## config.mk

```make
export PLATFORM = sky130hd
export DESIGN_NAME = id_ex_stage
export DESIGN_NICKNAME = d
export VERILOG_FILES = /design/src/rtl/id_ex_stage.sv
export SDC_FILE = /design/constraint.sdc
export NUM_CORES = 1
export LEC_CHECK = 0
export ABC_CLOCK_PERIOD_IN_PS = 2620
export BUFFER_PORTS_ARGS = -buffer_cell sky130_fd_sc_hd__clkbuf_2
export CAP_MARGIN = 25
export CORE_ASPECT_RATIO = 0.7
export CORE_MARGIN = 5
export CORE_UTILIZATION = 47
export DETAILED_ROUTE_END_ITERATION = 6
export HOLD_SLACK_MARGIN = 0.06
export PLACE_DENSITY = 0.89
export SYNTH_ARGS = -nofsm -noshare
export SYNTH_HDL_FRONTEND = slang
export SYNTH_SLANG_ARGS = --single-unit
```

## constraint.sdc

```tcl
create_clock -name clk -period 2.62 [get_ports clk]
set_input_delay 0.262 -clock clk [delete_from_list [all_inputs] [get_ports clk]]
set_output_delay 0.262 -clock clk [all_outputs]
set_load 0.01 [all_outputs]
```

## src/rtl/id_ex_stage.sv

```systemverilog
// ID/EX pipeline register with EX/MEM and MEM/WB operand forwarding,
// load-use stall detection, and bubble/flush insertion ahead of the ALU.
module id_ex_stage #(
    parameter int DATA_WIDTH    = 32,
    parameter int OPCODE_LENGTH = 4,
    parameter int REG_ADDR      = 5
) (
    input  logic                     clk,
    input  logic                     rst_n,
    input  logic                     id_valid,
    input  logic [REG_ADDR-1:0]      id_rs1_addr,
    input  logic [REG_ADDR-1:0]      id_rs2_addr,
    input  logic [REG_ADDR-1:0]      id_rd_addr,
    input  logic [DATA_WIDTH-1:0]    id_rs1_data,
    input  logic [DATA_WIDTH-1:0]    id_rs2_data,
    input  logic [DATA_WIDTH-1:0]    id_imm,
    input  logic                     id_alu_src,
    input  logic [OPCODE_LENGTH-1:0] id_alu_op,
    input  logic                     id_reg_write,
    input  logic                     id_mem_read,
    input  logic                     id_mem_write,
    input  logic                     flush,
    input  logic                     exmem_reg_write,
    input  logic [REG_ADDR-1:0]      exmem_rd,
    input  logic [DATA_WIDTH-1:0]    exmem_result,
    input  logic                     memwb_reg_write,
    input  logic [REG_ADDR-1:0]      memwb_rd,
    input  logic [DATA_WIDTH-1:0]    memwb_result,
    output logic                     stall_o,
    output logic                     ex_valid,
    output logic [DATA_WIDTH-1:0]    SrcA,
    output logic [DATA_WIDTH-1:0]    SrcB,
    output logic [OPCODE_LENGTH-1:0] Operation,
    output logic [REG_ADDR-1:0]      ex_rd,
    output logic                     ex_reg_write,
    output logic                     ex_mem_read,
    output logic                     ex_mem_write,
    output logic [DATA_WIDTH-1:0]    ex_store_data
);

    typedef struct packed {
        logic                     valid;
        logic [REG_ADDR-1:0]      rs1_addr;
        logic [REG_ADDR-1:0]      rs2_addr;
        logic [REG_ADDR-1:0]      rd_addr;
        logic [DATA_WIDTH-1:0]    rs1_data;
        logic [DATA_WIDTH-1:0]    rs2_data;
        logic [DATA_WIDTH-1:0]    imm;
        logic                     alu_src;
        logic [OPCODE_LENGTH-1:0] alu_op;
        logic                     reg_write;
        logic                     mem_read;
        logic                     mem_write;
    } ex_state_t;

    ex_state_t ex_q;
    ex_state_t ex_d;

    logic                  hazard;
    logic [DATA_WIDTH-1:0] fwd_rs1;
    logic [DATA_WIDTH-1:0] fwd_rs2;

    // rs2 is compared even for immediate-form instructions; the stall is conservative.
    always_comb begin
        hazard = id_valid & ex_q.valid & ex_q.mem_read & (ex_q.rd_addr != '0) &
                 ((ex_q.rd_addr == id_rs1_addr) | (ex_q.rd_addr == id_rs2_addr));
        stall_o = hazard & ~flush;
    end

    always_comb begin
        ex_d = '0;
        if (!flush && !stall_o) begin
            ex_d.valid     = id_valid;
            ex_d.rs1_addr  = id_rs1_addr;
            ex_d.rs2_addr  = id_rs2_addr;
            ex_d.rd_addr   = id_rd_addr;
            ex_d.rs1_data  = id_rs1_data;
            ex_d.rs2_data  = id_rs2_data;
            ex_d.imm       = id_imm;
            ex_d.alu_src   = id_alu_src;
            ex_d.alu_op    = id_alu_op;
            ex_d.reg_write = id_reg_write;
            ex_d.mem_read  = id_mem_read;
            ex_d.mem_write = id_mem_write;
        end
    end

    always_ff @(posedge clk or negedge rst_n) begin
        if (!rst_n) begin
            ex_q <= '0;
        end else begin
            ex_q <= ex_d;
        end
    end

    // EX/MEM holds the younger result, so it takes precedence; x0 never forwards.
    always_comb begin
        fwd_rs1 = ex_q.rs1_data;
        if (exmem_reg_write && (exmem_rd != '0) && (exmem_rd == ex_q.rs1_addr)) begin
            fwd_rs1 = exmem_result;
        end else if (memwb_reg_write && (memwb_rd != '0) && (memwb_rd == ex_q.rs1_addr)) begin
            fwd_rs1 = memwb_result;
        end

        fwd_rs2 = ex_q.rs2_data;
        if (exmem_reg_write && (exmem_rd != '0) && (exmem_rd == ex_q.rs2_addr)) begin
            fwd_rs2 = exmem_result;
        end else if (memwb_reg_write && (memwb_rd != '0) && (memwb_rd == ex_q.rs2_addr)) begin
            fwd_rs2 = memwb_result;
        end
    end

    always_comb begin
        SrcA          = fwd_rs1;
        SrcB          = ex_q.alu_src ? ex_q.imm : fwd_rs2;
        ex_store_data = fwd_rs2;
        Operation     = ex_q.alu_op;
        ex_valid      = ex_q.valid;
        ex_rd         = ex_q.valid ? ex_q.rd_addr : '0;
        ex_reg_write  = ex_q.valid & ex_q.reg_write;
        ex_mem_read   = ex_q.valid & ex_q.mem_read;
        ex_mem_write  = ex_q.valid & ex_q.mem_write;
    end

endmodule

```

## After elaboration in Yosys (flattened, before gate mapping)

Cells that the tools add are included.

- Bits in registers: 120
- Bits in latches: 0
- Bits in writable memories: 0
- Bits in read-only memories: 0
- Input port bits: 199
- Output and inout port bits: 110
- Word-level logic and storage cells: 47
- Memories: 0

- Add/sub/neg operators: 0
- Multipliers: 0
- Div/mod/pow operators: 0
- Order comparisons: 0
- Equal/unequal tests: 6
- Shift-type cells: 0
- Multiplexer cells: 7
- Bitwise logic cells: 10
- Reduce and logical (&&, ||, !) cells: 12

Operators with widths:

| cell | number |
|---|---|
| $mux W32 | 5 |
| $mux W120 | 1 |
| $eq A5 B5 Y1 | 6 |
| $reduce_bool A5 Y1 | 3 |
| $and A1 B1 Y1 | 8 |
| $logic_and A1 B1 Y1 | 7 |
| $mux W5 | 1 |
| $logic_not A1 Y1 | 2 |
| $not A1 Y1 | 1 |
| $or A1 B1 Y1 | 1 |

## Logic depth before layout (Yosys ltp)

- Depth in word-level cells: 8
- Depth in mapped cells: 7
- Gate-level depth less buffers: 5

## Worst setup path after synthesis

Ideal clock, no wire load.

- Kind: input port to output port
- Start point: input port memwb_rd[0]
- End point: output port SrcB[22]
- Arrival: 1827 ps
- Setup slack: 531 ps
- Cell stages on the path: 7
- Cells stage by stage: or4_4 > o211ai_2 > buf_2 > buf_6 > o21ai_1 > a31oi_2 > mux2_2

- Word-level cells in the longest chain between the ends: 6
- Elaborated cells on any way between the ends: 7

RTL lines:

| what | line | text |
|---|---|---|
| from (decl) | 27 | `input logic [REG_ADDR-1:0] memwb_rd,` |
| $reduce_bool A5 Y1 | 108 | `end else if (memwb_reg_write && (memwb_rd != '0) && (memwb_rd == ex_q.rs2_addr)) begin` |
| $logic_and A1 B1 Y1 | 108 |  |
| $logic_and A1 B1 Y1 (*) | 108 |  |
| $mux W32 (*) | 108 |  |
| $mux W32 (*) | 106 | `if (exmem_reg_write && (exmem_rd != '0) && (exmem_rd == ex_q.rs2_addr)) begin` |
| net ex_store_data[22] | 38 | `output logic [DATA_WIDTH-1:0] ex_store_data` |
| $mux W32 (*) | 115 | `SrcB = ex_q.alu_src ? ex_q.imm : fwd_rs2;` |
| to (decl) | 32 | `output logic [DATA_WIDTH-1:0] SrcB,` |

The timed path passes the listed nets; every way through them passes the cells marked *.

## Final worst setup path

- Start point: register ex_q[112] (netlist bit)
- End point: output port SrcB[3]

- Word-level cells in the longest chain between the ends: 5
- Elaborated cells on any way between the ends: 7

RTL lines:

| what | line | text |
|---|---|---|
| from (decl) | 56 | `ex_state_t ex_q;` |
| from (signal assigned) | 90 | `ex_q <= '0;` |
| from (signal assigned) | 92 | `ex_q <= ex_d;` |
| $eq A5 B5 Y1 | 108 |  |
| $logic_and A1 B1 Y1 | 108 |  |
| $mux W32 | 108 |  |
| $mux W32 (*) | 106 |  |
| $mux W32 (*) | 115 |  |

Every way passes the cells marked *; elsewhere a longest branch is shown, timed or not.

==> impl_results.md <==
* Status: finished, violations left
* Failing checks: negative setup slack
* Iter 0 DRT Violations at 250
* YS warnings at 0
* Setup TNS at -0.08547 ns
* DP Worst Slack at -0.03536 ns
* Ys flop type: dfrtp_1
* Fin crit share at 101.3%
* GR Util All Layers at between 20 and 30%
* Clock-pin slew on the worst setup and hold paths at approximately 0.06 ns
* Critical path capture point type: primary output
* Fillers at approximately 860
* Mean routed wirelength per cell at approximately 20 um
* GP Congestion at 0.8805
* I/O pin total at 309
* Fmax at approximately 380 MHz
* CTS tree: done
* Post-Syn Instances at between 600 and 700
* Final-stage net count at ~1.2k
* Via count at around 6.4k
* Worst-case clock skew at ~0.0074 ns
* Net Count, Synth at between 800 and 900
* Register area share after synthesis at 46.74%
* H-tree depth at 4
* N_diodes at 0
* Maxcap violations at 0
* Worst setup SP type: register
* Share of flip-flops with an asynchronous set or reset at 100.0%
* 1st-pass router iterations at 4
* Gr ovfl total at 0
* EDFF count, synth at 0
* Distinct cells, synth at 33
* CP Class: reg -> out
* Max Slew Vio Count at 0
* Register area at ~3000 um^2
* Standard-cell row count at 35
* Share of cells above drive strength 1 at a little under half
* Pwr Total at 5.520 mW
* Register bit total from synthesis at 120
* Data arrival, critical path at approximately 2.4 ns
* Initial Utilization at between 40% and 50%
* RSZ-0062 raised after global routing: true
* Clock Root Buffer: clkbuf_16
* Final Hold Vio Count at 0
* Minimum clock period at 2.655 ns
* Multi-input logic area at 3413 um^2
* Final Util at 75.70%
* CTS Buf Count at 17
* Die area at ~16000 um^2
* Area grow syn2layout at 56.34%
* Vias in the first global route at 6813
* Initial antenna violation count at 0
* Post-route DRC at 0
* Clock Sink Count at 120
* Tightest Pin Transition at 0.6843 ns
* First-pass GRT wire length at 34730 um
* Wire length on met3 at 2164 um
* Worst-path fanout max at 37
* Final setup margin at -0.03473 ns
* Vias/cell at ~5.2
* DR WL met2 at approximately 12000 um
* LEAKAGE at 4.878 nW
* Clock latency on the worst-skew pair at around 0.40 ns
* Detailed Place HPWL at 15440 um
* Worst VDD drop at a little under 0.4 mV
* Max-slew headroom at ~54%
* Final antenna-violating net count at 0
* DIE WIDTH at between 100 and 150 um
* CP required at between 2 and 2.5 ns
* Max Used Layer: met4
* Cell Area, Synth at 6425 um^2
* IO buf count at slightly above 300
* Core area at 13270 um^2
* Final setup viols at 5
* Clock tree buffer depth at 2
* Largest net degree at the start of global routing at 121
* Die Height at between 100 and 150 um
* Cell Pwr Density at ~550 nW/um^2
* Metal-1 WL at around 9000 um
* Worst Hold Class: in -> reg
* Avg Cell Area, Syn at ~10 um^2
* Routed WL at between 20000 and 25000 um
[flip-flops by register name (all words and copies together) (netlist names)]
name,count
ex_q,115
Operation,4
ex_valid,1
[synth_stat cells (2+ instances only)]
| master | instances | area [um^2] |
|---|---|---|
| and3_1 | 3 | 18.77 |
| o31ai_1 | 3 | 22.52 |
| nand2_1 | 6 | 22.52 |
| buf_6 | 4 | 45.04 |
| nor3_1 | 29 | 145.1 |
| inv_1 | 29 | 108.9 |
| nor2_1 | 42 | 157.7 |
| a21oi_1 | 33 | 165.2 |
| mux2i_1 | 32 | 320.3 |
| dfrtp_1 | 120 | 3003 |
| mux2_2 | 29 | 326.6 |
| o211ai_2 | 2 | 25.02 |
| buf_4 | 5 | 37.54 |
| o21ai_1 | 29 | 145.1 |
| xnor2_1 | 26 | 227.7 |
| a31oi_2 | 20 | 250.2 |
| buf_2 | 20 | 100.1 |
| or2_1 | 2 | 12.51 |
| buf_1 | 3 | 11.26 |
| a31oi_1 | 9 | 56.30 |
| or3_1 | 29 | 181.4 |
| clkbuf_1 | 21 | 78.83 |
| and2_1 | 128 | 800.8 |
| nand4_1 | 3 | 18.77 |
| or4_1 | 3 | 22.52 |
| xor2_1 | 4 | 35.03 |
| nand3_1 | 3 | 15.01 |
| a221oi_1 | 3 | 26.28 |
[final cells by class]
cell class	instances	area share (%)
Clock inverter	12	1.744
Sequential cell	120	29.90
Multi-Input combinational cell	443	33.98
Inverter	29	1.084
Timing Repair Buffer	414	26.54
Tap cell	185	2.304
Clock buffer	20	4.447
[cells in the final DEF, fill, tap and decap left out, types with 6 or more instances in the layout]
master           n
a21oi_1         32
a31oi_2         14
a31oi_4         13
and2_1         128
buf_12           9
buf_4           37
buf_6           13
clkbuf_16       18
clkbuf_2       300
dfrtp_1        120
dlygate4sd3_1   53
inv_1           29
mux2_2          25
mux2i_1         29
nand2_1          6
nor2_1          40
nor3_1          26
o21ai_1         29
or3_1           18
or3_4           11
xnor2_1         25
[critical path: stages (launching register included)]
cell	delay [ns]
dfrtp_1	0.41
xnor2_1	0.18
nand4_1	0.13
buf_6	0.16
buf_12	0.16
or3_1	0.38
a31oi_2	0.23
mux2_4	0.20
clkbuf_2	0.14
[final timing paths]
check                              from  slack, ns   endpoint  cells after the start
max                           ex_q[112]      -0.03    SrcB[3]                      8
min                        id_mem_write       0.07    ex_q[0]                      2
max reg2reg                   ex_q[106]       0.47   ex_q[98]                      5
min reg2reg                   ex_q[104]       1.15   ex_valid                      4
max in group asynchronous         rst_n       1.58   ex_q[79]                      3
min in group asynchronous         rst_n       0.48  ex_q[106]                      3
[repair_timing]
action	4_1_cts	5_1_grt
endpoints found under the hold margin	171	1
hold buffers	52	1
gates cloned	0	1
setup endpoints to repair	73	70
gates resized for setup	27	60
pin swaps	12	29
setup buffers	7	22
[report_power, final]
part / internal [mW] / leakage, nW / total, mW / switching, mW
Sequential: 1.95 / 1.55 / 1.99 / 0.0414
Clock: 1.62 / 0.296 / 2.45 / 0.836
Combinational: 0.533 / 3.04 / 1.08 / 0.546
[layer usage]
metal / GRT usage [%] / vias up
li1: - / 2925
met1: 31.10 / 3071
met2: 48.10 / 352
met3: 9.301 / 68
met4: 12.08 / 0
met5: 0 / -
[per-stage QoR]
stage | hold slack [ns] | instances | instance area, um^2
finish | 0.07324 | 1223 | 10040
global route | 0.06534 | 1223 | 10040
CTS | 0.06024 | 1199 | 9562
detailed placement | 0.4063 | 1108 | 8214
global placement | 0.4012 | 1108 | 8214
floorplan | -0.03359 | 645 | 6425
[kinds of logic (layout without fill, tap and decap cells)]
family	count (synthesis)	count (layout)	share of synthesized area, %
and+or+nand+nor	250	250	22.08
xor gates and xnor gates	30	30	4.090
AOI/OAI and AO/OA	102	102	11.08
DFF	120	120	46.74
muxes	61	61	10.07
buffers and inverters	82	475	5.940
No activity file was read; power rests on OpenSTA's default activity.
